[config.mk]
export PLATFORM = sky130hd
export DESIGN_NAME = dct_mac_engine
export DESIGN_NICKNAME = d
export VERILOG_FILES = /design/src/rtl/dct_mac_engine.sv
export SDC_FILE = /design/constraint.sdc
export NUM_CORES = 2
export LEC_CHECK = 0
export CORE_MARGIN = 5
export CORE_UTILIZATION = 35
export CTS_BUF_LIST = sky130_fd_sc_hd__clkbuf_8 sky130_fd_sc_hd__clkbuf_16
export DETAILED_ROUTE_END_ITERATION = 16
export GPL_TIMING_DRIVEN = 0
export PLACE_DENSITY_LB_ADDON = 0.15
export SLEW_MARGIN = 30
export SYNTH_ARGS = -nofsm -noshare
export SYNTH_HDL_FRONTEND = slang
export SYNTH_SLANG_ARGS = --single-unit
[constraint.sdc]
create_clock -name clk -period 15.9 [get_ports clk]
set_input_delay 3.18 -clock clk [delete_from_list [all_inputs] [get_ports clk]]
set_output_delay 3.18 -clock clk [all_outputs]
set_load 0.01 [all_outputs]
[src/rtl/dct_mac_engine.sv]
// dct_mac_engine: N-lane multiply-accumulate engine for an N-point DCT/IDCT.
// Samples stream in one per cycle. Each lane accumulates one output coefficient.
// Finished blocks are rounded, saturated and moved into an N-entry output buffer.
// The buffer drains one result per cycle and overlaps with input of the next block.
module dct_mac_engine #(
    parameter int N          = 8,
    parameter int DATA_WIDTH = 8,
    parameter int COEF_WIDTH = 8,
    parameter int FRAC_BITS  = 6,
    parameter int OUT_WIDTH  = 16
) (
    input  logic                          clk,
    input  logic                          rst_n,
    input  logic                          in_valid,
    output logic                          in_ready,
    input  logic signed [DATA_WIDTH-1:0]  in_data,
    input  logic                          in_inv,
    output logic                          out_valid,
    input  logic                          out_ready,
    output logic signed [OUT_WIDTH-1:0]   out_data,
    output logic                          out_last,
    input  logic                          cfg_we,
    input  logic [$clog2(N*N)-1:0]        cfg_addr,
    input  logic signed [COEF_WIDTH-1:0]  cfg_data,
    output logic                          busy,
    output logic                          cfg_err
);

    localparam int IW     = $clog2(N);
    localparam int AW     = $clog2(N*N);
    localparam int PW     = DATA_WIDTH + COEF_WIDTH;
    localparam int ACC_W  = PW + IW;
    // Working width for rounding: one guard bit above the accumulator, and
    // always wider than the output so the saturation bounds fit.
    localparam int SW     = (ACC_W + 1 > OUT_WIDTH) ? ACC_W + 1 : OUT_WIDTH + 1;
    localparam int RND_SH = (FRAC_BITS > 0) ? FRAC_BITS - 1 : 0;
    localparam logic signed [SW-1:0] RND  = (FRAC_BITS > 0) ? (SW'(1) << RND_SH) : '0;
    localparam logic signed [SW-1:0] MAXV = {{(SW-OUT_WIDTH+1){1'b0}}, {(OUT_WIDTH-1){1'b1}}};
    localparam logic signed [SW-1:0] MINV = {{(SW-OUT_WIDTH+1){1'b1}}, {(OUT_WIDTH-1){1'b0}}};
    localparam logic [IW-1:0] LAST_IDX = IW'(N - 1);

    logic signed [COEF_WIDTH-1:0] coef_reg [N*N];
    logic signed [OUT_WIDTH-1:0]  obuf_reg [N];
    logic signed [OUT_WIDTH-1:0]  lane_res [N];
    logic [IW-1:0]                cnt_reg;
    logic [IW-1:0]                rd_idx_reg;
    logic                         done_reg;
    logic                         inv_reg;
    logic                         buf_valid_reg;
    logic                         cfg_err_reg;

    logic in_fire;
    logic out_fire;
    logic buf_free;
    logic load;
    logic first_sample;
    logic cur_inv;

    // Round half up, shift down to integer scale, clamp to the output range.
    function automatic logic signed [OUT_WIDTH-1:0] round_sat(input logic signed [ACC_W-1:0] a);
        logic signed [SW-1:0] r;
        r = {{(SW-ACC_W){a[ACC_W-1]}}, a};
        r = (r + RND) >>> FRAC_BITS;
        if (r > MAXV) begin
            return MAXV[OUT_WIDTH-1:0];
        end else if (r < MINV) begin
            return MINV[OUT_WIDTH-1:0];
        end
        return r[OUT_WIDTH-1:0];
    endfunction

    // Handshake decode: the buffer accepts a finished block when empty or
    // when its last entry leaves on this same edge.
    always_comb begin
        out_fire     = buf_valid_reg && out_ready;
        buf_free     = !buf_valid_reg || (out_fire && (rd_idx_reg == LAST_IDX));
        load         = done_reg && buf_free;
        in_ready     = !(done_reg && !buf_free);
        in_fire      = in_valid && in_ready;
        first_sample = (cnt_reg == '0);
        cur_inv      = first_sample ? in_inv : inv_reg;
        busy         = (cnt_reg != '0) || done_reg || buf_valid_reg;
        out_valid    = buf_valid_reg;
        out_last     = buf_valid_reg && (rd_idx_reg == LAST_IDX);
        out_data     = buf_valid_reg ? obuf_reg[rd_idx_reg] : '0;
        cfg_err      = cfg_err_reg;
    end

    // Sample counter, block-complete flag and the mode latched with sample 0.
    always_ff @(posedge clk or negedge rst_n) begin
        if (!rst_n) begin
            cnt_reg  <= '0;
            done_reg <= 1'b0;
            inv_reg  <= 1'b0;
        end else begin
            if (in_fire) begin
                cnt_reg <= (cnt_reg == LAST_IDX) ? '0 : cnt_reg + 1'b1;
                if (first_sample) begin
                    inv_reg <= in_inv;
                end
            end
            if (load) begin
                done_reg <= 1'b0;
            end else if (in_fire && (cnt_reg == LAST_IDX)) begin
                done_reg <= 1'b1;
            end
        end
    end

    // Coefficient table: writes land only while idle, otherwise flag an error.
    always_ff @(posedge clk or negedge rst_n) begin
        if (!rst_n) begin
            for (int i = 0; i < N*N; i++) begin
                coef_reg[i] <= '0;
            end
            cfg_err_reg <= 1'b0;
        end else begin
            if (cfg_we && !busy) begin
                coef_reg[cfg_addr] <= cfg_data;
            end
            cfg_err_reg <= cfg_we && busy;
        end
    end

    genvar gi;
    generate
        for (gi = 0; gi < N; gi++) begin : g_lane
            logic [AW-1:0]               addr_fwd;
            logic [AW-1:0]               addr_inv;
            logic signed [COEF_WIDTH-1:0] coef;
            logic signed [PW-1:0]         prod;
            logic signed [ACC_W-1:0]      prod_ext;
            logic signed [ACC_W-1:0]      acc_reg;

            // Lane gi is output index k; forward uses C[k][n], inverse C[n][k].
            always_comb begin
                addr_fwd = {IW'(gi), cnt_reg};
                addr_inv = {cnt_reg, IW'(gi)};
                coef     = cur_inv ? coef_reg[addr_inv] : coef_reg[addr_fwd];
                prod     = PW'(coef) * PW'(in_data);
                prod_ext = ACC_W'(prod);
            end

            // Sample 0 restarts the sum, so a stale total never leaks into a new block.
            always_ff @(posedge clk or negedge rst_n) begin
                if (!rst_n) begin
                    acc_reg <= '0;
                end else if (in_fire) begin
                    acc_reg <= first_sample ? prod_ext : acc_reg + prod_ext;
                end
            end

            assign lane_res[gi] = round_sat(acc_reg);
        end
    endgenerate

    // Output buffer: capture all lanes at once, then drain in index order.
    always_ff @(posedge clk or negedge rst_n) begin
        if (!rst_n) begin
            for (int i = 0; i < N; i++) begin
                obuf_reg[i] <= '0;
            end
            buf_valid_reg <= 1'b0;
            rd_idx_reg    <= '0;
        end else if (load) begin
            for (int i = 0; i < N; i++) begin
                obuf_reg[i] <= lane_res[i];
            end
            buf_valid_reg <= 1'b1;
            rd_idx_reg    <= '0;
        end else if (out_fire) begin
            if (rd_idx_reg == LAST_IDX) begin
                buf_valid_reg <= 1'b0;
                rd_idx_reg    <= '0;
            end else begin
                rd_idx_reg <= rd_idx_reg + 1'b1;
            end
        end
    end

endmodule

== After elaboration in Yosys (flattened, before gate mapping) ==
Cells that the tools add are included.

* Add/sub/neg operators: 18
* Order comparisons: 35
* Mux-type cells: 121
* Divide/modulo/power cells: 0
* Multipliers: 8
* Shifts and indexed selects: 0
* Bitwise operators: 18
* Reduce and logical (&&, ||, !) cells: 23
* Equal/unequal tests: 2

{| class="wikitable"
|+ Operators by type and width
! operator !! count
|-
| binary-select mux 8 bit (select 6 bit) || 16
|-
| bitwise mux 512 bit || 1
|-
| two-way mux 16 bit || 27
|-
| two-way mux 8 bit || 41
|-
| adder 19 x 7 -> 20 bit (second input constant) || 8
|-
| adder 19 x 16 -> 19 bit || 8
|-
| two-way mux 19 bit || 8
|-
| > comparator 14 x 16 -> 1 bit (second input constant) || 8
|-
| < comparator 14 x 16 -> 1 bit (second input constant) || 8
|-
| multiplier 8 x 8 -> 16 bit || 8
|-
| >= comparator 7 bit (second input constant) || 17
|-
| NOT 6 -> 7 bit || 13
|-
| binary-select mux 16 bit (select 3 bit) || 1
|-
| demux 8 bit (select 6 bit) || 1
|-
| two-way mux 1 bit || 22
|-
| NOT 5 -> 7 bit || 2
|-
| two-way mux 3 bit || 4
|-
| logical AND 1 bit || 10
|-
| < comparator 7 x 1 -> 1 bit (second input constant) || 1
|-
| NOT 3 -> 7 bit || 1
|-
| NOT 4 -> 7 bit || 1
|-
| adder 3 x 1 -> 3 bit (second input constant) || 2
|-
| == test 3 bit (second input constant) || 2
|-
| nonzero test 2 bit || 3
|-
| 7 further kinds || 12
|}

* Bits in latches: 0
* Memories: 0
* ROM bits: 0
* Word-level logic and storage cells: 311
* Register bits: 802
* Output and inout bits: 21
* Input port bits: 28
* RAM bits: 0

== Logic depth before layout (Yosys ltp) ==
* Word-level depth: 10
* Mapped depth: 39

== Least setup slack after synthesis ==
Ideal clock, no wire load.

* Kind: input to register
* Start point: input port in_inv
* End point: register g_lane[7].acc_reg[18]
* Stages on the path: 28
* Arrival time: 9.858 ns
* Library setup time: 0.126 ns
* Setup slack: 5.916 ns
* Path buffers: 2
* Required time: 15.774 ns
* Cell sequence: mux2i_1 > clkbuf_1 > clkbuf_1 > mux4_2 > and2_1 > fa_1 > inv_1 > fa_1 > inv_1 > fa_1 > inv_1 > fa_1 > inv_1 > ha_1 > a21oi_1 > o21bai_1 > a21oi_1 > xnor2_1 > ha_1 > a21o_1 > a31o_1 > a21o_1 > a221o_1 > and4_4 > o31ai_4 > mux2i_1 > nand2_1 > a221o_1

* Cells in the longest elaborated chain, start to end: 5

{| class="wikitable"
|+ RTL lines
! element !! RTL line !! source
|-
| start, declared || 17 || <nowiki>input logic in_inv,</nowiki>
|-
| two-way mux 1 bit * || - ||
|-
| two-way mux 8 bit * || 139 || <nowiki>coef = cur_inv ? coef_reg[addr_inv] : coef_reg[addr_fwd];</nowiki>
|-
| multiplier 8 x 8 -> 16 bit * || 140 || <nowiki>prod = PW'(coef) * PW'(in_data);</nowiki>
|-
| adder 19 x 16 -> 19 bit || 149 || <nowiki>acc_reg <= first_sample ? prod_ext : acc_reg + prod_ext;</nowiki>
|-
| two-way mux 19 bit * || 149 ||
|-
| end signal, assigned || 149 ||
|-
| end, declared || 133 || <nowiki>logic signed [ACC_W-1:0] acc_reg;</nowiki>
|}

Mark *: on every way between the ends. The rest lies on a longest branch, timed or not.
A chain may end at the register's enable or synchronous reset.

== Worst setup path in the final report ==
* Start point: register cnt_reg[1]
* End point: register g_lane[0].acc_reg[16]

* Cells in the longest elaborated chain, start to end: 8
* Elaborated cells between the ends (all ways): 14
* Those cells by class: 1 x add/sub; 1 x mul; 9 x mux; 2 x bitwise; 1 x reduce/logical

{| class="wikitable"
|+ RTL lines
! element !! RTL line !! source
|-
| start, declared || 45 || <nowiki>logic [IW-1:0] cnt_reg;</nowiki>
|-
| start signal, assigned || 97 || <nowiki>cnt_reg <= (cnt_reg == LAST_IDX) ? '0 : cnt_reg + 1'b1;</nowiki>
|-
| NOT 3 -> 7 bit (implied by the code) or NOT 6 -> 7 bit (tied branches) || 139 ||
|-
| binary-select mux 8 bit (select 6 bit) || 139 ||
|-
| two-way mux 8 bit (implied by the code) (2 in series) || 139 ||
|-
| two-way mux 8 bit || 139 ||
|-
| multiplier 8 x 8 -> 16 bit || 140 ||
|-
| adder 19 x 16 -> 19 bit || 149 ||
|-
| two-way mux 19 bit * || 149 ||
|-
| end signal, assigned || 149 ||
|-
| end, declared || 133 ||
|}

Mark *: on every way between the ends. The rest lies on a longest branch, timed or not. The select of a mux whose other input is x is not followed.

==> run summary <==
In this run the cell area of the synthesized design comes to 67000 um^2. Using the TritonRoute via totals, the vias-per-cell ratio works out to 5.44. From synthesis to final layout, the design area changed by 11.8%.

Root buffer cell: sky130_fd_sc_hd__clkbuf_16. The run gives 7175 as the post-synth net total. Of the total power, registers draw 18.6%. Sequential elements use 29.6% of the synthesized area.

For this run, the slowest stage of the critical path takes 830 ps. The critical path in this run is classified as reg2reg. The final critical path takes up 83.2% of the cycle. The logs give 3 for the worst-case clock buffer depth and 0.114 mV for the largest vdd supply drop. The via count of the first global-routing pass was 50800; the number of distinct library cells after synthesis was 77. The clock tree synthesis step divided the H-tree into 3 levels. The critical path startpoint category was a flop. The share of total power dissipated in the clock network is 14.6%.

Entering global routing, the biggest net connects 125 pins. The average cell area after synthesis was 10.7 um^2; the net count reported at finish was 7354. Buffers added to address setup during post-CTS repair amount to 0. The logs give 0 ps for the sum of negative setup slack and 0 for the DRC violation count after routing.

The flow ran to the end, and the final reports show no timing, DRC or antenna violations. Derived from the worst setup path, the maximum achievable clock frequency is 75.6 MHz. Subtracting the final worst setup slack from the clock period gives 13230 ps.

The Yosys step of the flow raised 0 warnings. The internal power component is 0.00828 W. The run gives 95 as the number of buffers created by CTS.

The tools report the required time reported for the critical path endpoint as 16500 ps. By area the synthesized netlist is led by sky130_fd_sc_hd__dfrtp_1 (30%), sky130_fd_sc_hd__fa_1 (13%), sky130_fd_sc_hd__mux4_2 (12%). The run gives 9 as the initial antenna violation count. The most used flip-flop cell after synthesis is sky130_fd_sc_hd__dfrtp_1. After synthesis, the largest family of logic cells by area is adder cells.

The complex-gate fraction of the synthesized area is 7.70%, and the part of the total power dissipated in combinational logic is 66.7%. The cell that appears most often on the critical path is sky130_fd_sc_hd__inv_1. The instance count of the mapped netlist came out at 6294. Setup repair after global routing left no endpoint under its margin. The standby leakage power is 35.5 nW, and the routability congestion estimate is 0.900. The cell accounting for the most synthesized area is sky130_fd_sc_hd__dfrtp_1. Counting flops and latches in the post-synthesis netlist gives 794.

The total overflow left after global routing is 0. The number of vias after detailed routing was 49300; the fraction of post-synthesis cell area in the top cell type by area was 29.6%. After the first detailed-routing iteration, the DRC count stood at 3825. Of all nets on the critical path, the largest fanout is 10. TritonCTS built the clock tree.

Fraction of registers with async set or reset after synthesis: 100%. The number of gates resized after CTS was 0. For the worst-skew pair, the clock arrives at the later sink with an insertion delay of 750 ps. Setup violations remaining at the end of the flow were counted as 0. Of the total synthesized cell area, the portion taken by XOR and XNOR cells is 4.44%. For the pin with the worst max-slew slack, the measured transition is 1080 ps. For the final database, setup skew stands at 60.3 ps. The simple logic cell fraction of the synthesized area was 10.9%; the number of hold-repair buffers added at the cts stage was 0. Kind of end point of the critical path: a flop. The finished layout holds 9068 standard cells, fillers aside. The count of TritonRoute iterations in the first routing pass is 6, and the relative slew slack is 28.2%.

49 I/O pins were placed. After floorplanning, the core was divided into 160 placement rows. The post-DP HPWL was 191000 um; the count of input and output buffers was 32. Flip-flop count of the largest register, all copies and words added: 512. After detailed routing, the average wire length per cell comes to 26.5 um. Switching power summed over all nets: 0.00786 W.

Max-cap violations in this run came to 0. Of the total power, the share spent switching nets is 48.7%. The worst hold-check path type is reg2reg. The power density relative to cell area was 215 nW/um^2; the number of synthesized flops with an enable pin was 0. CTS saw 794 sinks. The routed design has 241000 um of wire. After synthesis, the share of cell area in mux cells is 20.5%.

The fraction of final layout cells with drive strength greater than 1 was 12.5%; the clock transition time at the flip-flop clock pins of the worst setup and hold paths was 60 ps. The width of the die came out at 448 um. The most common cell in the synthesized netlist is sky130_fd_sc_hd__dfrtp_1.

After detailed placement, the design holds a cell count of 8887. The post-synthesis adder-cell area fraction came out at 20.9%. The total area inside the core boundary comes to 190000 um^2.

The first global-routing pass estimated 354000 um of wire. For the global routing usage summed across all routing layers, the log shows 24.1%. On the critical path, the stage with the largest delay is an instance of sky130_fd_sc_hd__clkbuf_1.

The remaining antenna violation count was 0. The floorplan step defined a die boundary enclosing 200000 um^2. For the worst setup path, the data arrival time is 13830 ps.

Measured along the y axis, the die boundary spans 448 um. The run gives 35.2% as the initial core utilization. The tools report the final hold violation count as 0. Counting instances in the post-synthesis netlist gives the leading cell types as sky130_fd_sc_hd__dfrtp_1 (794), sky130_fd_sc_hd__inv_1 (710), sky130_fd_sc_hd__nand2_1 (579). The number of pins with negative max-slew slack in the final report is 0.

After filler insertion, the fill cell instance count of the layout stands at 18600.
[routing by layer]
metal	vias up	GRT usage [%]	wire [um]
li1	21900	-	-
met1	25500	32.2	104000
met2	1531	39.7	113000
met3	435	3.08	12100
met4	6	10.3	12000
met5	-	0	41
[final timing paths]
check | from | end | slack [ps] | depth (start not counted)
setup reg to reg | cnt_reg[1] | g_lane[0].acc_reg[16] | 2670 | 36
max in group asynchronous | rst_n | coef_reg[201] | 11110 | 5
setup / recovery | cnt_reg[1] | g_lane[0].acc_reg[16] | 2670 | 36
min in group asynchronous | rst_n | obuf_reg[116] | 2290 | 1
hold reg to reg | obuf_reg[30] | obuf_reg[30] | 470 | 1
hold / removal | obuf_reg[30] | obuf_reg[30] | 470 | 1
[stage by stage]
| step | setup slack, ps | hold WS, ps | instance area [um^2] | utilization [%] | total power, W |
|---|---|---|---|---|---|
| floorplan | 5920 | 433 | 67000 | - | 0.0107 |
| global placement | -26860 | 450 | 70500 | 37.0 | 0.0136 |
| detailed placement | 2850 | 460 | 71600 | 37.6 | 0.0137 |
| CTS | 2820 | 473 | 74900 | 39.4 | 0.0161 |
| global route | 2290 | 476 | 74900 | 39.4 | 0.0175 |
| finish | 2670 | 470 | 74900 | 39.4 | 0.0161 |
[cell families (layout without fill, tap and decap cells)]
logic type	Yosys count	count (layout)
AO/OA/AOI/OAI	850	850
XOR/XNOR	340	340
AND/OR/NAND/NOR	1553	1553
flip-flops	794	794
adder cells (fa/ha/maj)	853	853
other	0	4
multiplexers	873	873
buffers and inverters	1031	1290
[power by group through the flow]
| stage | clock, W | combinational, W | sequential [W] |
|---|---|---|---|
| CTS | 0.00240 | 0.0107 | 0.00300 |
| global route | 0.00248 | 0.0119 | 0.00306 |
| finish | 0.00236 | 0.0108 | 0.00301 |
| detailed placement | 0 | 0.0107 | 0.00304 |
| floorplan | 0 | 0.00786 | 0.00280 |
| global placement | 0 | 0.0105 | 0.00303 |
[worst max-delay path: cells and delay by family (launching register included)]
family | cells | cell delay (ps)
AO/OA/AOI/OAI | 7 | 1510
XOR/XNOR | 2 | 700
adder cells (fa/ha/maj) | 7 | 3180
buffers and inverters | 13 | 5080
flip-flops | 1 | 480
multiplexers | 2 | 1320
AND/OR/NAND/NOR | 5 | 730
[placed cells by master (no fill, tap or decap), types with 67 or more instances in the layout]
cell type,count
sky130_fd_sc_hd__dfrtp_1,794
sky130_fd_sc_hd__inv_1,729
sky130_fd_sc_hd__nand2_1,579
sky130_fd_sc_hd__fa_1,448
sky130_fd_sc_hd__mux2_1,413
sky130_fd_sc_hd__ha_1,405
sky130_fd_sc_hd__mux4_2,350
sky130_fd_sc_hd__and2_1,345
sky130_fd_sc_hd__nor2_1,281
sky130_fd_sc_hd__xnor2_1,240
sky130_fd_sc_hd__a21oi_1,234
sky130_fd_sc_hd__clkbuf_1,197
sky130_fd_sc_hd__o21ai_0,136
sky130_fd_sc_hd__o21ai_1,124
sky130_fd_sc_hd__mux2_2,101
sky130_fd_sc_hd__clkbuf_16,96
sky130_fd_sc_hd__xor2_1,93
sky130_fd_sc_hd__a21o_1,93
sky130_fd_sc_hd__nand3_1,67
[area by class of cell]
| type | count | area [um^2] | share of cell area (%) |
|---|---|---|---|
| tap | 2511 | 3140 | 4.19 |
| clock buffer | 122 | 2760 | 3.68 |
| sequential | 794 | 19900 | 26.5 |
| buffer | 307 | 1240 | 1.66 |
| inverter | 724 | 2720 | 3.63 |
| clock inverter | 55 | 601 | 0.801 |
| antenna | 4 | 10.0 | 0.0134 |
| timing repair buffer | 82 | 1110 | 1.48 |
| multi-input combinational | 4469 | 43500 | 58.0 |
(Power assumes the default switching activity.)
